--- src/rtl/exp2_decode.sv ---
// exp2_decode: converts an 8-bit log code {exp[4:0], man[2:0]} back to an
// approximate 32-bit linear magnitude by shifting {1, man, lsb} left exp times.
// Optional feature macro: EXP2_MIDPOINT_EN (lsb = 1, bucket midpoint);
// when undefined lsb = 0 and the bucket floor is reconstructed.
module exp2_decode (
    input  logic        clk_in,
    input  logic        rst_n_in,
    input  logic [7:0]  log_in,
    input  logic        valid_in,
    output logic        ready_in,
    output logic [31:0] data_out,
    output logic        valid_out,
    input  logic        ready_out
);

`ifdef EXP2_MIDPOINT_EN
    localparam logic LSB = 1'b1;
`else
    localparam logic LSB = 1'b0;
`endif

    typedef enum logic [1:0] {IDLE, SHIFT, DONE} state_t;

    state_t      state, state_n;
    logic [35:0] acc, acc_n;
    logic [4:0]  cnt, cnt_n;
    logic        rdy, rdy_n;
    logic        vld, vld_n;

    // State and datapath registers; reset discards any in-flight code.
    always_ff @(posedge clk_in or negedge rst_n_in) begin
        if (!rst_n_in) begin
            state <= IDLE;
            acc   <= '0;
            cnt   <= '0;
            rdy   <= 1'b0;
            vld   <= 1'b0;
        end else begin
            state <= state_n;
            acc   <= acc_n;
            cnt   <= cnt_n;
            rdy   <= rdy_n;
            vld   <= vld_n;
        end
    end

    // Next-state logic: load, shift exp times, then present until handshake.
    always_comb begin
        state_n = state;
        acc_n   = acc;
        cnt_n   = cnt;
        rdy_n   = rdy;
        vld_n   = vld;
        case (state)
            IDLE: begin
                // ready rises on the first edge after reset release
                rdy_n = 1'b1;
                if (valid_in && rdy) begin
                    acc_n   = {31'b0, 1'b1, log_in[2:0], LSB};
                    cnt_n   = log_in[7:3];
                    rdy_n   = 1'b0;
                    state_n = (log_in[7:3] == 5'd0) ? DONE : SHIFT;
                end
            end
            SHIFT: begin
                acc_n = {acc[34:0], 1'b0};
                cnt_n = cnt - 5'd1;
                if (cnt == 5'd1) begin
                    state_n = DONE;
                end
            end
            DONE: begin
                if (!vld) begin
                    vld_n = 1'b1;
                end else if (ready_out) begin
                    vld_n   = 1'b0;
                    rdy_n   = 1'b1;
                    state_n = IDLE;
                end
            end
            default: begin
                state_n = IDLE;
            end
        endcase
    end

    assign ready_in  = rdy;
    assign valid_out = vld;
    assign data_out  = acc[35:4];

endmodule

--- config.mk ---
export PLATFORM = sky130hd
export DESIGN_NAME = exp2_decode
export DESIGN_NICKNAME = d
export VERILOG_FILES = /design/src/rtl/exp2_decode.sv
export SDC_FILE = /design/constraint.sdc
export NUM_CORES = 1
export LEC_CHECK = 0
export ABC_CLOCK_PERIOD_IN_PS = 2400
export BUFFER_PORTS_ARGS = -buffer_cell sky130_fd_sc_hd__buf_2
export CELL_PAD_IN_SITES_DETAIL_PLACEMENT = 0
export CELL_PAD_IN_SITES_GLOBAL_PLACEMENT = 1
export CORE_AREA = 2 2 72 74
export DETAILED_ROUTE_END_ITERATION = 16
export DIE_AREA = 0 0 74 76
export PLACE_DENSITY_LB_ADDON = 0.1
export SETUP_SLACK_MARGIN = 0.15
export SLEW_MARGIN = 15
export SYNTH_ARGS = -nofsm -noshare
export SYNTH_HDL_FRONTEND = slang
export SYNTH_SLANG_ARGS = --single-unit
--- constraint.sdc ---
create_clock -name clk_in -period 2.4 [get_ports clk_in]
set_input_delay 0.36 -clock clk_in [delete_from_list [all_inputs] [get_ports clk_in]]
set_output_delay 0.36 -clock clk_in [all_outputs]
set_load 0.05 [all_outputs]
==> results of run 1 <==
[worst min path at each step]
stage	to	slack, ps	cells after the start
4_1_cts	acc[24]	260	1
3_5_place_dp	acc[10]	500	1
2_1_floorplan	acc[10]	60	0
6_report	acc[23]	230	1
3_3_place_gp	acc[13]	490	1
5_1_grt	acc[31]	310	1
[layout by cell type, fill, tap and decap left out, types with 2 or more instances in the layout]
| cell | n |
|---|---|
| buf_4 | 4 |
| ha_1 | 2 |
| nand2_1 | 6 |
| buf_2 | 45 |
| inv_1 | 6 |
| a22o_1 | 31 |
| nand3b_1 | 2 |
| nand2b_1 | 2 |
| dfrtp_1 | 44 |
| a221oi_1 | 2 |
| a21oi_1 | 5 |
| o21ai_1 | 2 |
| clkinv_2 | 2 |
| or3_1 | 2 |
| clkbuf_8 | 5 |
| o21ai_0 | 7 |
| mux2i_1 | 3 |
| nor2_1 | 7 |
[metal layers]
layer | GRT usage [%] | part of all wire, % | vias up | routed length (µm)
met5 | 0 | 0 | - | 0
li1 | - | - | 656 | -
met4 | 5.82 | 1.0 | 0 | 41
met1 | 20.7 | 50 | 671 | 1970
met3 | 2.51 | 3.3 | 4 | 132
met2 | 23.2 | 46 | 32 | 1800
[state kept, by name (all words and copies together), names as in the netlist]
name       count
cnt            5
valid_out      1
acc           35
state          2
ready_in       1
[logic make-up after synthesis]
family	count (synthesis)	synth area share, %
simple gates	31	8.56
mux	3	1.44
buf+inv	49	16.3
flops	44	52.7
compound gates	54	19.8
fa+ha+maj	2	1.20
[worst reg2reg max path: stages (launching register included)]
cell      delay (ps)
dfrtp_1          630
a21oi_2           90
or2_1            240
buf_4            210
a221oi_1         300
[cell type report]
| type | instances | area share (%) |
|---|---|---|
| clock buffer | 5 | 3.12 |
| clock inverter | 3 | 0.851 |
| inverter | 6 | 1.02 |
| multi-input combinational | 90 | 29.5 |
| sequential | 44 | 49.9 |
| tap | 70 | 3.97 |
| timing repair buffer | 49 | 11.6 |
[metrics by stage]
stage | cell area [µm²] | worst slack [ps]
5_1_grt | 2200 | 673
6_report | 2200 | 838
2_1_floorplan | 2090 | 736
4_1_cts | 2200 | 831
3_3_place_gp | 2120 | 891
3_5_place_dp | 2120 | 813
==> results.json, run 1 <==
{
  "rsz0062_at_grt": "false",
  "cp.depth": 4,
  "ys_seq_area_share_pct": 52.7,
  "crit_chain": "a21oi_2, or2_1, buf_4, a221oi_1",
  "synth_nets": 197,
  "yosysTopAreaCell": "dfrtp_1",
  "antenna_found_initial": 0,
  "track_usage_pct": 15.0,
  "synth_top_area_share_pct": 52.7,
  "r2r_cells": 4,
  "critPathCaptureType": "flop",
  "drive_gt1_share_pct": 29.9,
  "drtIter0Drc": 59,
  "initial_utilization_pct": 42.6,
  "r2r_start": "state[0]",
  "n_fill_cell": 460,
  "syn2layout_area_growth_pct": 5.45,
  "synth_edf_count": 0,
  "synth_area_mm2": 0.00209,
  "multiInputGateArea_um2": 651,
  "cts-resized-gates": 0,
  "fp.dieW_um": 74,
  "grt_pass1_wl_um": 6650,
  "routed_via_density": 5.10,
  "crit_arrival_ps": 1750,
  "synth_common_cells": "44 x dfrtp_1, 32 x buf_4, 31 x a22o_1",
  "synth.most_common_cell": "dfrtp_1",
  "die_y_um": 76,
  "place_congestion": 0.775,
  "hold_slack_ps": 225,
  "dp_hpwl_um": 2700,
  "std_cell_rows": 26,
  "fin_crit_sh_pct": 65.1,
  "cts_max_level": 2,
  "clock-sinks": 44,
  "finalNetCount": 210,
  "placed_cells": 259,
  "r2r_setup_slack_ps": 840,
  "relSlewSlack_pct": 34.6,
  "yosysUniqueCellTypes": 37,
  "register_area_mm2": 0.00110,
  "grt_pass1_vias": 1356,
  "status": "completed",
  "clkLatencyLatePin_ps": 290,
  "ys_top_cells_by_area": "dfrtp_1 53%, a22o_1 13%, buf_4 11%",
  "cts_buffers": 5,
  "core-area_mm2": 0.00491,
  "fmax_mhz": 640,
  "antenna_cells": 0,
  "rr_endpoint": "cnt[2]",
  "post-cts-setup-buffer-count": 0,
  "antenna_left": 0,
  "cts_hold_buf": 0,
  "fin_crit_ps": 1560,
  "drt-wirelength-per-cell_um": 14.8,
  "final_max_slew_viol_count": 0,
  "cts-root-buf": "clkbuf_8",
  "tritoncts": "done",
  "avgSynthCellArea_um2": 11.4,
  "tightest_slew_ps": 981,
  "fin_util_pct": 44.9,
  "async_reset_ff_share_pct": 100,
  "crit_path_top_delay_cell": "dfrtp_1",
  "fin_skew_ps": 7.19,
  "cp_num_buf_inv": 1,
  "cpPeakStageDelay_ps": 630,
  "synth_warnings": 0,
  "drcViolationCount": 0,
  "start_kind": "flop",
  "finalSetupTns_ps": 0,
  "netlist_instances": 183,
  "grt_overflow": 0,
  "critPathRequiredTime_ps": 2590,
  "endpoint": "cnt[2]",
  "die_area_mm2": 0.00562,
  "instances_no_fill": 267,
  "synth_ff_type": "dfrtp_1",
  "startpoint": "state[0]",
  "port_buffers": 45,
  "clk_pin_slew_ps": 80,
  "cts_buffer_depth": 2,
  "crit_fanout": 21,
  "critPathTopFamily": "flip-flops",
  "hold_violations": 0,
  "ios": 46,
  "drv_cap": 0,
  "yosys_register_bits": 44,
  "worstHoldPathType": "in2async",
  "firstDrtPassIters": 4,
  "wirelength_um": 3940,
  "via_count": 1363,
  "finalSetupViolCount": 0,
  "grt_max_degree": 45,
  "critPathKind": "reg2reg"
}
Power of run 1 is not shown: default switching activity piles up to over one toggle a cycle in this logic, so the estimate is an artifact.
==> run 2, diff against run 1 <==
ABC_AREA = 1   (was unset)
ABC_CLOCK_PERIOD_IN_PS = 1600   (was 2400)
CORE_AREA = 2 2 76 78   (was 2 2 72 74)
DIE_AREA = 0 0 78 80   (was 0 0 74 76)
clock period = 1.6 ns   (was 2.4 ns; I/O delays follow)
==> results.json, run 2 <==
{
  "post-cts-setup-buffer-count": 0,
  "crit_arrival_ps": 1510,
  "antenna_found_initial": 0,
  "p_int_mw": 2.74,
  "grt_pass1_vias": 1419,
  "synth_edf_count": 0,
  "synth_common_cells": "44 x dfrtp_1, 44 x inv_1, 34 x buf_4, 34 x nand2_1, 30 x o22ai_1",
  "cts_buffers": 5,
  "die_area_mm2": 0.00624,
  "track_usage_pct": 13.1,
  "clock_power_share_pct": 16.6,
  "synth_area_mm2": 0.00209,
  "tightest_slew_ps": 447,
  "largest_reg_flops": 35,
  "fin_crit_ps": 1290,
  "final_cell_mix": "45 x buf_2, 44 x inv_1, 44 x dfrtp_1, 34 x nand2_1, 30 x o22ai_1",
  "start_kind": "flop",
  "yosys_register_bits": 44,
  "clock-sinks": 44,
  "yosysTopAreaCell": "dfrtp_1",
  "synth_ff_type": "dfrtp_1",
  "fin_crit_sh_pct": 80.9,
  "dp_hpwl_um": 2810,
  "drcViolationCount": 0,
  "synth_top_area_share_pct": 52.7,
  "power_switching_mw": 2.57,
  "layout_commonest_cell": "buf_2",
  "netlist_instances": 235,
  "core-area_mm2": 0.00541,
  "via_count": 1473,
  "hold_violations": 0,
  "drv_cap": 0,
  "critPathRequiredTime_ps": 1820,
  "finalNetCount": 267,
  "synth_nets": 249,
  "cts_buffer_depth": 2,
  "async_reset_ff_share_pct": 100,
  "ys_seq_area_share_pct": 52.7,
  "die_y_um": 80,
  "n_fill_cell": 594,
  "drtIter0Drc": 58,
  "cts-root-buf": "clkbuf_8",
  "drive_gt1_share_pct": 24.8,
  "critPathKind": "reg2reg",
  "std_cell_rows": 27,
  "initial_utilization_pct": 38.7,
  "fin_skew_ps": 6.29,
  "antenna_left": 0,
  "final_max_slew_viol_count": 0,
  "register_area_mm2": 0.00110,
  "place_congestion": 0.767,
  "rsz0062_at_grt": "false",
  "instances_no_fill": 326,
  "ios": 46,
  "ys_top_cells_by_area": "dfrtp_1 53%, buf_4 12%, o22ai_1 9.0%",
  "ir_drop_v": 0.000830,
  "power.share.switching_pct": 48.4,
  "finalSetupViolCount": 0,
  "combPwrFrac_pct": 51.1,
  "clk_pin_slew_ps": 80,
  "synth_warnings": 0,
  "firstDrtPassIters": 4,
  "status": "completed",
  "avgSynthCellArea_um2": 8.89,
  "yosysUniqueCellTypes": 18,
  "clkLatencyLatePin_ps": 290,
  "tritoncts": "done",
  "wirelength_um": 3800,
  "grt_overflow": 0,
  "seqPwrFrac_pct": 32.3,
  "placed_cells": 317,
  "cts_max_level": 2,
  "finalSetupTns_ps": 0,
  "antenna_cells": 0,
  "regMostFlops": "acc",
  "multiInputGateArea_um2": 543,
  "routed_via_density": 4.52,
  "fp.dieW_um": 78,
  "drt-wirelength-per-cell_um": 11.7,
  "relSlewSlack_pct": 70.2,
  "leakagePower_nw": 1.21,
  "critPathCaptureType": "flop",
  "cellPowerDensity_mw_per_mm2": 2290,
  "syn2layout_area_growth_pct": 11.1,
  "fmax_mhz": 773,
  "worstHoldPathType": "in2reg",
  "grt_pass1_wl_um": 6490,
  "grt_max_degree": 32,
  "port_buffers": 45,
  "reg.largest.list": "acc (35), cnt (5), state (2)",
  "crit_fanout": 10
}
-- run 2: cell count changes after synthesis, moves of 3 or more --
cell     change
a21oi_1      -3
o21ai_1      +8
nand2_1     +28
nor2_1       +3
nand3_1      +9
inv_1       +38
o21ai_0      -5
o22ai_1     +29
a22o_1      -31
buf_6        -4
mux2i_1      -3
buf_2        -3
-- run 2: worst paths after layout --
kind                            startpoint       end  slack, ps  depth (start not counted)
worst max-delay path              state[0]    cnt[2]        310                          6
worst min-delay path             log_in[0]    acc[1]        190                          3
worst max register to register    state[0]    cnt[2]        310                          6
worst min register to register     acc[35]   acc[35]        510                          2
max in group asynchronous         rst_n_in   acc[10]        690                          3
min in group asynchronous         rst_n_in  ready_in        420                          2
-- run 2: layout make-up --
type	instances	area share [%]
clock inverter	2	1.67
sequential	44	47.4
timing repair buffer	51	12.8
multi-input combinational	106	23.4
tap	72	3.88
inverter	45	7.27
clock buffer	6	3.56
-- run 2: kinds of logic (layout without fill, tap and decap cells) --
kind of cell / count (synthesis) / in the layout / synth area share [%]
AO/OA/AOI/OAI: 45 / 45 / 12.7
adder cells (fa/ha/maj): 2 / 2 / 1.20
buffers and inverters: 85 / 104 / 21.6
flip-flops: 44 / 44 / 52.7
AND/OR/NAND/NOR: 59 / 59 / 11.9
-- run 2: timing repair --
| action | CTS | global route |
|---|---|---|
| hold buffers | 1 | 0 |
| hold endpoints to repair | 17 | 0 |
| resized for setup | 0 | 1 |
| endpoints found under the setup margin | 0 | 4 |
-- run 2: routing by layer --
layer  GRT usage (%)  vias to the layer above  wire length, µm
met4            4.21                        0               44
met1            17.4                      678             1820
met5               0                        -                0
met2            21.0                       35             1760
li1                -                      755                -
met3            3.28                        5              181
-- run 2: power by group through the flow --
| stage | clock network (mW) | logic (mW) | registers, mW |
|---|---|---|---|
| 3_5_place_dp | 0 | 2.74 | 1.74 |
| 3_3_place_gp | 0 | 2.74 | 1.75 |
| 5_1_grt | 0.972 | 2.99 | 1.77 |
| 4_1_cts | 0.922 | 2.74 | 1.72 |
| 6_report | 0.883 | 2.72 | 1.72 |
| 2_1_floorplan | 0 | 2.37 | 1.78 |
-- run 2: worst max-delay path, cell delays in order, from the launching register on --
cell	delay (ps)
dfrtp_1	440
nor2_2	190
nand2_1	130
nand2_4	150
buf_4	180
nand3_1	70
o21ai_1	70
-- run 2: per-stage QoR --
step | total power [mW] | utilization (%) | instance area (µm²) | setup WS (ps) | hold WS, ps
final | 5.31 | 43.0 | 2320 | 306 | 192
after global routing | 5.74 | 43.0 | 2320 | 187 | 199
after CTS | 5.39 | 42.9 | 2320 | 233 | 189
after detailed placement | 4.48 | 40.4 | 2190 | 254 | 215
after global placement | 4.48 | 40.4 | 2190 | 273 | 214
after floorplan | 4.14 | - | 2090 | 265 | -55.6
Power figures use the tool's default switching activity.
==> run 3, diff against run 2 <==
ABC_CLOCK_PERIOD_IN_PS = 1190   (was 1600)
CORE_AREA = 2 2 80 82   (was 2 2 76 78)
DIE_AREA = 0 0 82 84   (was 0 0 78 80)
clock period = 1.19 ns   (was 1.6 ns; I/O delays follow)
==> results.json, run 3 (synthesized netlist as in run 2, its figures left out) <==
{
  "status": "completed",
  "p_int_mw": 5.29,
  "clock_power_share_pct": 12.8,
  "cpPeakStageDelay_ps": 440,
  "placed_cells": 330,
  "crit_arrival_ps": 990,
  "wirelength_um": 4730,
  "syn2layout_area_growth_pct": 47.2,
  "regMostFlops": "acc",
  "drtIter0Drc": 32,
  "ios": 46,
  "combPwrFrac_pct": 61.7,
  "drcViolationCount": 0,
  "finalNetCount": 300,
  "multiInputGateArea_um2": 702,
  "grt_overflow": 0,
  "placed_area_mm2": 0.00230,
  "rsz0062_at_grt": "true",
  "cts_buffers": 5,
  "layout_commonest_cell": "inv_1",
  "worstHoldPathType": "in2reg",
  "antenna_found_initial": 0,
  "final_max_slew_viol_count": 0,
  "n_fill_cell": 601,
  "clkLatencyLatePin_ps": 290,
  "power.share.switching_pct": 44.2,
  "layout_setup_ws_ps": 20.5,
  "cts_buffer_depth": 2,
  "cp_num_buf_inv": 2,
  "clk_pin_slew_ps": 90,
  "fin_skew_ps": 6.04,
  "register_area_mm2": 0.00111,
  "initial_utilization_pct": 34.3,
  "fmax_mhz": 855,
  "cts-root-buf": "clkbuf_8",
  "fin_crit_sh_pct": 98.3,
  "instances_no_fill": 364,
  "tritoncts": "done",
  "firstDrtPassIters": 4,
  "antenna_cells": 0,
  "fin_area_mm2": 0.00308,
  "leakagePower_nw": 1.48,
  "critPathRequiredTime_ps": 1010,
  "drv_cap": 0,
  "cellPowerDensity_mw_per_mm2": 3080,
  "grt_pass1_wl_um": 7710,
  "fin_util_pct": 50.5,
  "ir_drop_v": 0.00152,
  "routed_via_density": 4.51,
  "critPathTopFamily": "flip-flops",
  "start_kind": "flop",
  "largest_reg_flops": 35,
  "tightest_slew_ps": 239,
  "hold_violations": 0,
  "final_cell_mix": "43 x inv_1, 40 x dfrtp_1, 36 x buf_6, 29 x nand2_1, 26 x buf_4",
  "place_congestion": 0.821,
  "track_usage_pct": 14.4,
  "clock-sinks": 44,
  "finalSetupViolCount": 0,
  "hold_slack_ps": 138,
  "power_switching_mw": 4.18,
  "seqPwrFrac_pct": 25.6,
  "crit_fanout": 3,
  "hold_depth": 3,
  "r2r_cells": 5,
  "critPathCaptureType": "output pin",
  "std_cell_rows": 29,
  "reg.largest.list": "acc (35), cnt (5), state (2)",
  "drive_gt1_share_pct": 43.2,
  "post-place-ws_ps": 20.0,
  "via_count": 1643,
  "grt_max_degree": 45,
  "port_buffers": 45,
  "die_area_mm2": 0.00689,
  "drt-wirelength-per-cell_um": 13.0,
  "crit_path_top_delay_cell": "dfrtp_2",
  "cts_max_level": 2,
  "cp.depth": 2,
  "relSlewSlack_pct": 84.1,
  "total_power_mw": 9.47,
  "fp.dieW_um": 82,
  "critPathKind": "reg2out",
  "dp_hpwl_um": 2940,
  "fin_crit_ps": 1170,
  "finalSetupTns_ps": 0,
  "die_y_um": 84,
  "crit_chain": "buf_6, buf_8",
  "grt_pass1_vias": 1609,
  "antenna_left": 0,
  "core-area_mm2": 0.00610
}
## run 3: cell types whose count changed in the layout (fill, tap and decap cells not counted), moves of 3 or more
| cell | previous run | this run |
|---|---|---|
| o22ai_2 | 0 | 12 |
| buf_6 | 0 | 36 |
| nand3_1 | 10 | 7 |
| o22ai_1 | 30 | 18 |
| buf_4 | 3 | 26 |
| buf_2 | 45 | 11 |
| nand2_2 | 1 | 4 |
| buf_12 | 2 | 5 |
| dfrtp_1 | 44 | 40 |
| dfrtp_2 | 0 | 4 |
| nand2_1 | 34 | 29 |
## run 3: timing repair
item                       CTS  global route
hold buffers                 1             0
buffers inserted             6            16
pin swaps                    4             4
hold endpoints to repair    44             0
resized for setup           95            15
setup endpoints to repair   76            77
cloned                       2             1
## run 3: worst min-delay path: cells and delay by family
family,cells,cell delay [ps]
AND/OR/NAND/NOR,1,70
AO/OA/AOI/OAI,1,70
buffers and inverters,1,70
## run 3: per-layer routing
| layer | vias up | share of wire, % | track usage [%] |
|---|---|---|---|
| li1 | 824 | - | - |
| met1 | 778 | 47 | 19.7 |
| met2 | 36 | 48 | 22.6 |
| met4 | 0 | 1.1 | 4.09 |
| met3 | 5 | 4.1 | 3.46 |
| met5 | - | 0 | 0 |
## run 3: path summary, 6_finish.rpt
check	start	endpoint	slack, ps
worst max-delay path	ready_in	ready_in	20
worst min register to register	acc[1]	acc[1]	520
min in group asynchronous	rst_n_in	acc[21]	380
worst min-delay path	log_in[0]	acc[1]	140
worst max register to register	state[1]	acc[7]	30
max in group asynchronous	rst_n_in	state[0]	590
## run 3: power groups by stage
| stage | registers, mW | clock network, mW | logic, mW |
|---|---|---|---|
| 5_1_grt | 2.50 | 1.31 | 6.25 |
| 3_5_place_dp | 2.35 | 0 | 4.08 |
| 3_3_place_gp | 2.35 | 0 | 4.09 |
| 6_report | 2.42 | 1.21 | 5.84 |
| 2_1_floorplan | 2.40 | 0 | 3.26 |
| 4_1_cts | 2.43 | 1.26 | 5.26 |
## run 3: layout make-up
| type | instances | share of cell area, % |
|---|---|---|
| Multi-Input combinational cell | 106 | 22.8 |
| Clock buffer | 6 | 2.69 |
| Sequential cell | 44 | 36.0 |
| Inverter | 45 | 5.66 |
| Timing Repair Buffer | 84 | 28.5 |
| Tap cell | 77 | 3.13 |
| Clock inverter | 2 | 1.26 |
